`src/rtl/button_encoder_pkg.sv`:
```
// Shared types, sizes and helpers for the front-panel button encoder.
//   state_e    : encoder FSM states
//   NUM_BTN    : number of one-hot buttons
//   CODE_W     : width of the encoded button index
//   encode     : one-hot pattern -> index (0 for non-one-hot input)
//   is_onehot  : true when exactly one bit is set
package button_encoder_pkg;

  localparam int unsigned NUM_BTN = 4;
  localparam int unsigned CODE_W  = 2;

  typedef enum logic [1:0] {
    StIdle     = 2'd0,
    StDebounce = 2'd1,
    StHeld     = 2'd2,
    StRelease  = 2'd3
  } state_e;

  function automatic logic [CODE_W-1:0] encode(logic [NUM_BTN-1:0] onehot);
    logic [CODE_W-1:0] idx;
    case (onehot)
      4'b0001: idx = 2'd0;
      4'b0010: idx = 2'd1;
      4'b0100: idx = 2'd2;
      4'b1000: idx = 2'd3;
      default: idx = 2'd0;
    endcase
    return idx;
  endfunction

  function automatic logic is_onehot(logic [NUM_BTN-1:0] v);
    return (v != '0) && ((v & (v - 1'b1)) == '0);
  endfunction

endpackage

```
`src/rtl/button_encoder_sync_2ff.sv`:
```
// Two-flop synchroniser for asynchronous level inputs.
// Ports:
//   clk : sampling clock
//   rst : asynchronous active-high reset, clears both stages
//   d   : asynchronous input levels
//   q   : synchronised levels (two clk edges of latency)
module sync_2ff #(
  parameter int unsigned WIDTH = 1
) (
  input  logic             clk,
  input  logic             rst,
  input  logic [WIDTH-1:0] d,
  output logic [WIDTH-1:0] q
);

  logic [WIDTH-1:0] stage1_q;
  logic [WIDTH-1:0] stage2_q;

  always_ff @(posedge clk or posedge rst) begin
    if (rst) begin
      stage1_q <= '0;
      stage2_q <= '0;
    end else begin
      stage1_q <= d;
      stage2_q <= stage1_q;
    end
  end

  assign q = stage2_q;

endmodule

```
`src/rtl/button_encoder.sv`:
```
// Front-panel button encoder: synchronises four one-hot buttons, debounces
// press and release, issues a 2-bit index with a one-cycle valid strobe and
// flags multi-button presses with a one-cycle error strobe.
// Optional feature macro: BUTTON_ENCODER_REPEAT_EN enables auto-repeat of
// code_valid every REPEAT_CYCLES while a single button stays held.
// Ports:
//   clk        : system clock, rising edge
//   rst        : asynchronous active-high reset
//   btn_in     : raw asynchronous button levels, bit i = index i
//   code       : index of the last accepted single press
//   code_valid : one-cycle pulse when code is (re)issued
//   multi_err  : one-cycle pulse when a debounced multi-hot pattern is rejected
//   busy       : high whenever the FSM is not idle
module button_encoder
  import button_encoder_pkg::*;
#(
  parameter int unsigned DEBOUNCE_CYCLES = 1000000,
  parameter int unsigned REPEAT_CYCLES   = 50000000
) (
  input  logic              clk,
  input  logic              rst,
  input  logic [NUM_BTN-1:0] btn_in,
  output logic [CODE_W-1:0] code,
  output logic              code_valid,
  output logic              multi_err,
  output logic              busy
);

  if (DEBOUNCE_CYCLES < 2 || REPEAT_CYCLES < 2) begin : g_bad_param
    $error("button_encoder: DEBOUNCE_CYCLES and REPEAT_CYCLES must be >= 2");
  end

  localparam int unsigned CNT_W = $clog2(DEBOUNCE_CYCLES);
  localparam logic [CNT_W-1:0] CNT_MAX = CNT_W'(DEBOUNCE_CYCLES - 1);

  logic [NUM_BTN-1:0] sync;

  sync_2ff #(
    .WIDTH (NUM_BTN)
  ) u_sync (
    .clk (clk),
    .rst (rst),
    .d   (btn_in),
    .q   (sync)
  );

  state_e             state_q, state_d;
  logic [CNT_W-1:0]   cnt_q, cnt_d;
  logic [NUM_BTN-1:0] cap_q, cap_d;
  logic [CODE_W-1:0]  code_q, code_d;
  logic               code_valid_q, code_valid_d;
  logic               multi_err_q, multi_err_d;
  logic               busy_q, busy_d;

`ifdef BUTTON_ENCODER_REPEAT_EN
  localparam int unsigned RPT_W = $clog2(REPEAT_CYCLES);
  localparam logic [RPT_W-1:0] RPT_MAX = RPT_W'(REPEAT_CYCLES - 1);
  logic [RPT_W-1:0] rpt_q, rpt_d;
`endif

  always_comb begin
    state_d      = state_q;
    cnt_d        = cnt_q;
    cap_d        = cap_q;
    code_d       = code_q;
    code_valid_d = 1'b0;
    multi_err_d  = 1'b0;
`ifdef BUTTON_ENCODER_REPEAT_EN
    rpt_d        = rpt_q;
`endif

    unique case (state_q)
      StIdle: begin
        if (sync != '0) begin
          cap_d   = sync;
          cnt_d   = '0;
          state_d = StDebounce;
        end
      end

      StDebounce: begin
        if (sync != cap_q) begin
          cnt_d   = '0;
          state_d = StIdle;
        end else if (cnt_q == CNT_MAX) begin
          if (is_onehot(cap_q)) begin
            code_d       = encode(cap_q);
            code_valid_d = 1'b1;
          end else begin
            multi_err_d  = 1'b1;
          end
          state_d = StHeld;
`ifdef BUTTON_ENCODER_REPEAT_EN
          rpt_d   = '0;
`endif
        end else begin
          cnt_d = cnt_q + 1'b1;
        end
      end

      StHeld: begin
        // Other nonzero patterns are ignored until a full release.
        if (sync == '0) begin
          cnt_d   = '0;
          state_d = StRelease;
        end
`ifdef BUTTON_ENCODER_REPEAT_EN
        else if (rpt_q == RPT_MAX) begin
          rpt_d = '0;
          // Repeat only a press that produced a code, never an error.
          code_valid_d = is_onehot(cap_q);
        end else begin
          rpt_d = rpt_q + 1'b1;
        end
`endif
      end

      StRelease: begin
        if (sync != '0) begin
          state_d = StHeld;
`ifdef BUTTON_ENCODER_REPEAT_EN
          rpt_d   = '0;
`endif
        end else if (cnt_q == CNT_MAX) begin
          state_d = StIdle;
        end else begin
          cnt_d = cnt_q + 1'b1;
        end
      end

      default: state_d = StIdle;
    endcase

    busy_d = (state_d != StIdle);
  end

  always_ff @(posedge clk or posedge rst) begin
    if (rst) begin
      state_q      <= StIdle;
      cnt_q        <= '0;
      cap_q        <= '0;
      code_q       <= '0;
      code_valid_q <= 1'b0;
      multi_err_q  <= 1'b0;
      busy_q       <= 1'b0;
    end else begin
      state_q      <= state_d;
      cnt_q        <= cnt_d;
      cap_q        <= cap_d;
      code_q       <= code_d;
      code_valid_q <= code_valid_d;
      multi_err_q  <= multi_err_d;
      busy_q       <= busy_d;
    end
  end

`ifdef BUTTON_ENCODER_REPEAT_EN
  always_ff @(posedge clk or posedge rst) begin
    if (rst) begin
      rpt_q <= '0;
    end else begin
      rpt_q <= rpt_d;
    end
  end
`endif

  assign code       = code_q;
  assign code_valid = code_valid_q;
  assign multi_err  = multi_err_q;
  assign busy       = busy_q;

endmodule

```
`config.mk`:
```
export PLATFORM = sky130hd
export DESIGN_NAME = button_encoder
export DESIGN_NICKNAME = d
export VERILOG_FILES = /design/src/rtl/button_encoder_pkg.sv /design/src/rtl/button_encoder_sync_2ff.sv /design/src/rtl/button_encoder.sv
export SDC_FILE = /design/constraint.sdc
export NUM_CORES = 1
export LEC_CHECK = 0
export CORE_ASPECT_RATIO = 1.4
export CORE_MARGIN = 2
export CORE_UTILIZATION = 40
export DETAILED_ROUTE_END_ITERATION = 10
export GPL_ROUTABILITY_DRIVEN = 0
export SYNTH_ARGS = -nofsm -noshare
export SYNTH_HDL_FRONTEND = slang
export SYNTH_SLANG_ARGS = --single-unit
```
`constraint.sdc`:
```
create_clock -name clk -period 2.1 [get_ports clk]
set_clock_uncertainty 0.05 [all_clocks]
set_input_delay 0.525 -clock clk [delete_from_list [all_inputs] [get_ports clk]]
set_output_delay 0.525 -clock clk [all_outputs]
set_load 0.01 [all_outputs]
```
==> results of run 1 <==
[worst paths after layout]
path	start	end	cells past startpoint
max	cnt_q[12]	cnt_q[18]	6
min	u_sync.stage1_q[3]	u_sync.q[3]	0
max reg2reg	cnt_q[12]	cnt_q[18]	6
min reg2reg	u_sync.stage1_q[3]	u_sync.q[3]	0
max in group asynchronous	rst	cnt_q[18]	3
min in group asynchronous	rst	cnt_q[19]	3
[registers in the layout, summed over array words and instances, names as in the netlist, 2 cells and up]
name,cells
code,2
cnt_q,20
cap_q,4
u_sync.stage1_q,4
state_q,2
u_sync.q,4
[where the power goes]
| part | internal, mW | switching, mW | leakage (nW) |
|---|---|---|---|
| clock | 0.475 | 0.269 | 0.0654 |
| sequential | 0.832 | 0.0655 | 0.511 |
| combinational | 0.303 | 0.387 | 0.482 |
[worst max-delay path, stage by stage (launching register included)]
cell       delay, ns
dfrtp_1         0.38
or4b_4          0.55
or4_4           0.64
buf_6           0.16
buf_4           0.12
o22ai_2         0.15
o2bb2ai_2       0.13
[logic make-up (layout without fill, tap and decap cells)]
family                     count (synthesis)  after routing
xor gates and xnor gates                  16             16
muxes                                      5              5
buffers and inverters                     15             57
AOI/OAI and AO/OA                         43             43
adders and majority gates                  1              1
and+or+nand+nor                           83             83
DFF                                       39             39
[per-layer routing]
metal | vias to the layer above | track usage, %
met1 | 819 | 19.8
met3 | 7 | 3.21
met4 | 0 | 7.71
met2 | 17 | 33.3
li1 | 821 | -
met5 | - | 0
[layout make-up]
| class | count | area [um2] | share of cell area (%) |
|---|---|---|---|
| inverter | 5 | 18.8 | 0.720 |
| sequential | 39 | 976 | 37.4 |
| clock inverter | 2 | 60.1 | 2.30 |
| clock buffer | 6 | 72.6 | 2.78 |
| tap | 64 | 80.1 | 3.07 |
| multi-input combinational | 148 | 1040 | 39.8 |
| timing repair buffer | 44 | 363 | 13.9 |
[Yosys cell counts, types with 2 or more instances]
master / number / area, um2
o21ai_0: 9 / 45.0
nor3_1: 6 / 30.0
nor2_1: 20 / 75.1
inv_1: 5 / 18.8
clkbuf_1: 9 / 33.8
a21oi_1: 15 / 75.1
and3_1: 3 / 18.8
a41oi_1: 2 / 17.5
or3_1: 4 / 25.0
xor2_1: 14 / 123
nor4_1: 5 / 31.3
nand4_1: 6 / 37.5
and2_1: 3 / 18.8
dfrtp_1: 39 / 976
o31ai_1: 4 / 30.0
mux2_2: 4 / 45.0
o21ai_1: 2 / 10.0
nand2_1: 7 / 26.3
or4b_1: 2 / 20.0
nand3_1: 11 / 55.1
or4_1: 3 / 22.5
and4_1: 2 / 17.5
xnor2_1: 2 / 17.5
[repair_timing]
| action | 4_1_cts | 5_1_grt |
|---|---|---|
| buffers inserted | 3 | 3 |
| pin swaps | 10 | 20 |
| endpoints found under the setup margin | 19 | 25 |
| resized for setup | 4 | 17 |
[per-stage QoR]
| step | total power, mW | util [%] | instance area (um2) |
|---|---|---|---|
| 2_1_floorplan | 1.35 | - | 2020 |
| 3_3_place_gp | 1.57 | 48.9 | 2370 |
| 3_5_place_dp | 1.58 | 48.9 | 2370 |
| 4_1_cts | 2.33 | 52.3 | 2530 |
| 5_1_grt | 2.49 | 53.9 | 2610 |
| 6_report | 2.33 | 53.9 | 2610 |
==> metrics.yaml, run 1 <==
synth.distinct_cells: 48
insertedDiodeCount: 0
drc: 0
synth-edff-count: 0
io_buffer_count: 10
synth_top_family_by_area: "simple AND/OR/NAND/NOR gates"
cts_tree: "done"
post-place-ws_ns: -0.161
wl_per_cell_um: 15.0
drv_slew: 0
worst_setup_path_start_kind: "register"
wl_met1_um: 1900
crit_arrival_ns: 2.43
instances_no_fill: 308
clkTransAtPathRegs_ns: 0.08
cap_viol_max_count: 0
regToRegSetupSlack_ns: -0.16
met2_wirelength_um: 2530
grt_max_degree: 40
coreArea_um2: 4840
antenna_left: 0
htreeDepth: 2
vias_per_cell: 5.40
synth_cells: 202
firstDrtPassIters: 4
clkLatencyLatePin_ns: 0.30
numCtsBuffers: 5
rsz0062_at_grt: "true"
synth_compound_area_share_pct: 14.1
met3RoutedLength_um: 81
area_growth_pct: 29.8
hold_buffers: 0
gr-total-overflow: 0
clockRootBuffer: "clkbuf_8"
avgSynthCellArea_um2: 9.94
synth-simple-area-share_pct: 23.8
clockBufferDepth: 2
via_count: 1664
synth.area.mux_share_pct: 2.74
ir_drop_uv: 342
finalCritPeriodShare_pct: 108
synth_fa_ha_area_share_pct: 0.623
yosysSeqAreaShare_pct: 48.6
grt_pass1_vias: 1599
placed_cells: 295
dieArea_um2: 5610
drive_gt1_share_pct: 28.3
setup_tns_ns: -2.51
fp.dieW_um: 63.9
num_rows: 30
dieHeight_um: 87.8
async_flop_share_pct: 100
hold_violations: 0
critPathKind: "reg -> reg"
ys.flop_type: "dfrtp_1"
final_common_cell: "dfrtp_1"
tightest_slew_ns: 0.662
leakage_nw: 1.06
p_per_area_nw_per_um2: 894
critPathCaptureType: "register"
yosysWarnings: 0
grtUsageTotal_pct: 17.9
dp_hpwl_um: 3230
cts.sinks: 39
grt_pass1_wl_um: 7710
setup_viol: 22
worstHoldPathType: "reg -> reg"
drt_iter0_drc: 92
nNetsFinal: 250
slew_headroom_pct: 55.5
max_freq_ghz: 0.442
required_ns: 2.27
status: "finished with violations"
period_needed_ns: 2.26
netlist_area_um2: 2010
routed.top_layer: "met4"
ys_ff_latch: 39
cp_max_fo: 6
start_util_pct: 41.5
violations: "negative setup slack"
layout_common_cells: "39 x dfrtp_1, 32 x buf_4, 19 x nor2_1, 14 x xor2_1, 11 x nand3_1"
hold_slack_ns: 0.293
synth-xor-area-share_pct: 6.98
wl_um: 4620
fin_ws_ns: -0.164
antenna_found_initial: 0
num-fill-cells: 465
ioPinCount: 11
syn_nets: 209
Power figures use the tool's default switching activity.
==> inputs of run 2 (changes only) <==
clock period = 2.2 ns   (was 2.1 ns; I/O delays follow)
==> run 2 against run 1 <==
  * Final cell count fell by 1.6%
  * Sequential share of layout area rose by 0.86 points
  * Critical path type unchanged
  * Fmax fell by 0.67%
  * Combinational power fell by 5.7%
  * Clock-buffer cell count did not move
  * Worst setup slack improved by 0.085 ns
  * Non-clock buffer count fell by 5
  * Largest power group unchanged
  * The flow still finishes with violations (negative setup slack)
  * Die area did not move
  * Sequential power fell by 5.6%
  * Critical endpoint is now busy
  * Via count fell by 2.1%
==> metrics.yaml, run 2 (synthesis gave the netlist of run 1 again) <==
cts.sinks: 39
io_buffer_count: 10
crit_path_end: "busy"
rsz0062_at_grt: "true"
final_core_util_pct: 52.6
dieHeight_um: 87.8
wl_um: 4520
worstReg2RegEnd: "busy"
drive_gt1_share_pct: 22.6
wl_per_cell_um: 14.9
status: "finished with violations"
layout_common_cells: "39 x dfrtp_1, 26 x buf_4, 20 x nor2_1, 14 x xor2_1, 14 x a21oi_1"
cp_max_fo: 4
placed_area_um2: 2330
ir_drop_uv: 387
antenna_found_initial: 0
dp_hpwl_um: 3220
r2r_start: "cnt_q[15]"
reg2reg_depth: 7
met3RoutedLength_um: 73
crit_arrival_ns: 2.40
grtUsageTotal_pct: 17.6
nNetsFinal: 245
placed_cells: 291
worstHoldPathType: "reg -> reg"
setup_viol: 13
fp.dieW_um: 63.9
hold_buffers: 0
start_util_pct: 41.5
clockRootBuffer: "clkbuf_8"
period_needed_ns: 2.28
p_per_area_nw_per_um2: 868
max_freq_ghz: 0.439
dieArea_um2: 5610
postLayoutCellArea_um2: 2550
required_ns: 2.32
grt_max_degree: 40
num_rows: 30
cap_viol_max_count: 0
numCtsBuffers: 5
clkLatencyLatePin_ns: 0.29
instances_no_fill: 303
antenna_left: 0
whs_path_depth: 0
largest-register: "cnt_q"
final_common_cell: "dfrtp_1"
vias_per_cell: 5.38
wl_met1_um: 1850
slew_headroom_pct: 63.8
violations: "negative setup slack"
ioPinCount: 11
insertedDiodeCount: 0
finalCritPeriodShare_pct: 104
post-place-ws_ns: -0.0779
drc: 0
firstDrtPassIters: 4
worst_setup_path_start_kind: "register"
via_count: 1629
largest_reg_flops: 20
hold_violations: 0
critPathKind: "reg -> reg"
clkTransAtPathRegs_ns: 0.08
clockBufferDepth: 2
grt_pass1_vias: 1595
met2_wirelength_um: 2510
htreeDepth: 2
regToRegSetupSlack_ns: -0.08
grt_pass1_wl_um: 7510
hold_slack_ns: 0.301
tightest_slew_ns: 0.538
setup_tns_ns: -0.785
drt_iter0_drc: 69
finalPower_mw: 2.21
coreArea_um2: 4840
area_growth_pct: 26.9
fin_ws_ns: -0.0788
cts_tree: "done"
critPathCaptureType: "register"
drv_slew: 0
gr-total-overflow: 0
routed.top_layer: "met4"
leakage_nw: 1.05
crit_path_start: "cnt_q[15]"
run 2: cell count changes in the layout (fill, tap and decap cells not counted), sizes merged:
cell and delta:
buf -5
run 2: how the worst min path moves through the flow:
stage | start | endpoint
after floorplan | u_sync.stage1_q[0] | u_sync.q[0]
after global placement | u_sync.stage1_q[0] | u_sync.q[0]
after detailed placement | u_sync.stage1_q[2] | u_sync.q[2]
after CTS | u_sync.stage1_q[2] | u_sync.q[2]
after global routing | u_sync.stage1_q[2] | u_sync.q[2]
final | u_sync.stage1_q[2] | u_sync.q[2]
run 2: timing repair:
action / in CTS / in global routing
endpoints found under the setup margin: 13 / 19
pin swaps: 8 / 9
setup buffers: 2 / 2
hold endpoints to repair: 0 / 0
gates resized for setup: 4 / 6
run 2: worst max-delay path: stages (launching register included):
cell,delay (ns)
dfrtp_1,0.38
or4b_1,0.53
or4_4,0.57
buf_6,0.15
buf_12,0.12
nor3_4,0.17
buf_4,0.15
a21oi_2,0.04
run 2: power by group:
part	internal (mW)	switching [mW]	leakage [nW]
sequential	0.794	0.0538	0.511
clock	0.454	0.260	0.0654
combinational	0.278	0.373	0.477
run 2: layout make-up:
type / count / area, um2
Fill cell: 451 / 2290
Multi-Input combinational cell: 148 / 1000
Clock inverter: 2 / 60.1
Tap cell: 64 / 80.1
Sequential cell: 39 / 976
Timing Repair Buffer: 39 / 338
Inverter: 5 / 18.8
Clock buffer: 6 / 72.6
run 2: per-layer routing:
layer	global-route usage (%)	vias up
met5	0	-
met2	32.8	16
met4	8.30	0
met1	19.9	798
met3	1.93	6
li1	-	809
==> inputs of run 3 (changes only) <==
CAP_MARGIN = 20   (was unset)
==> results of run 3 <==
Final layout, timing and power as in run 2 (identical DEF).
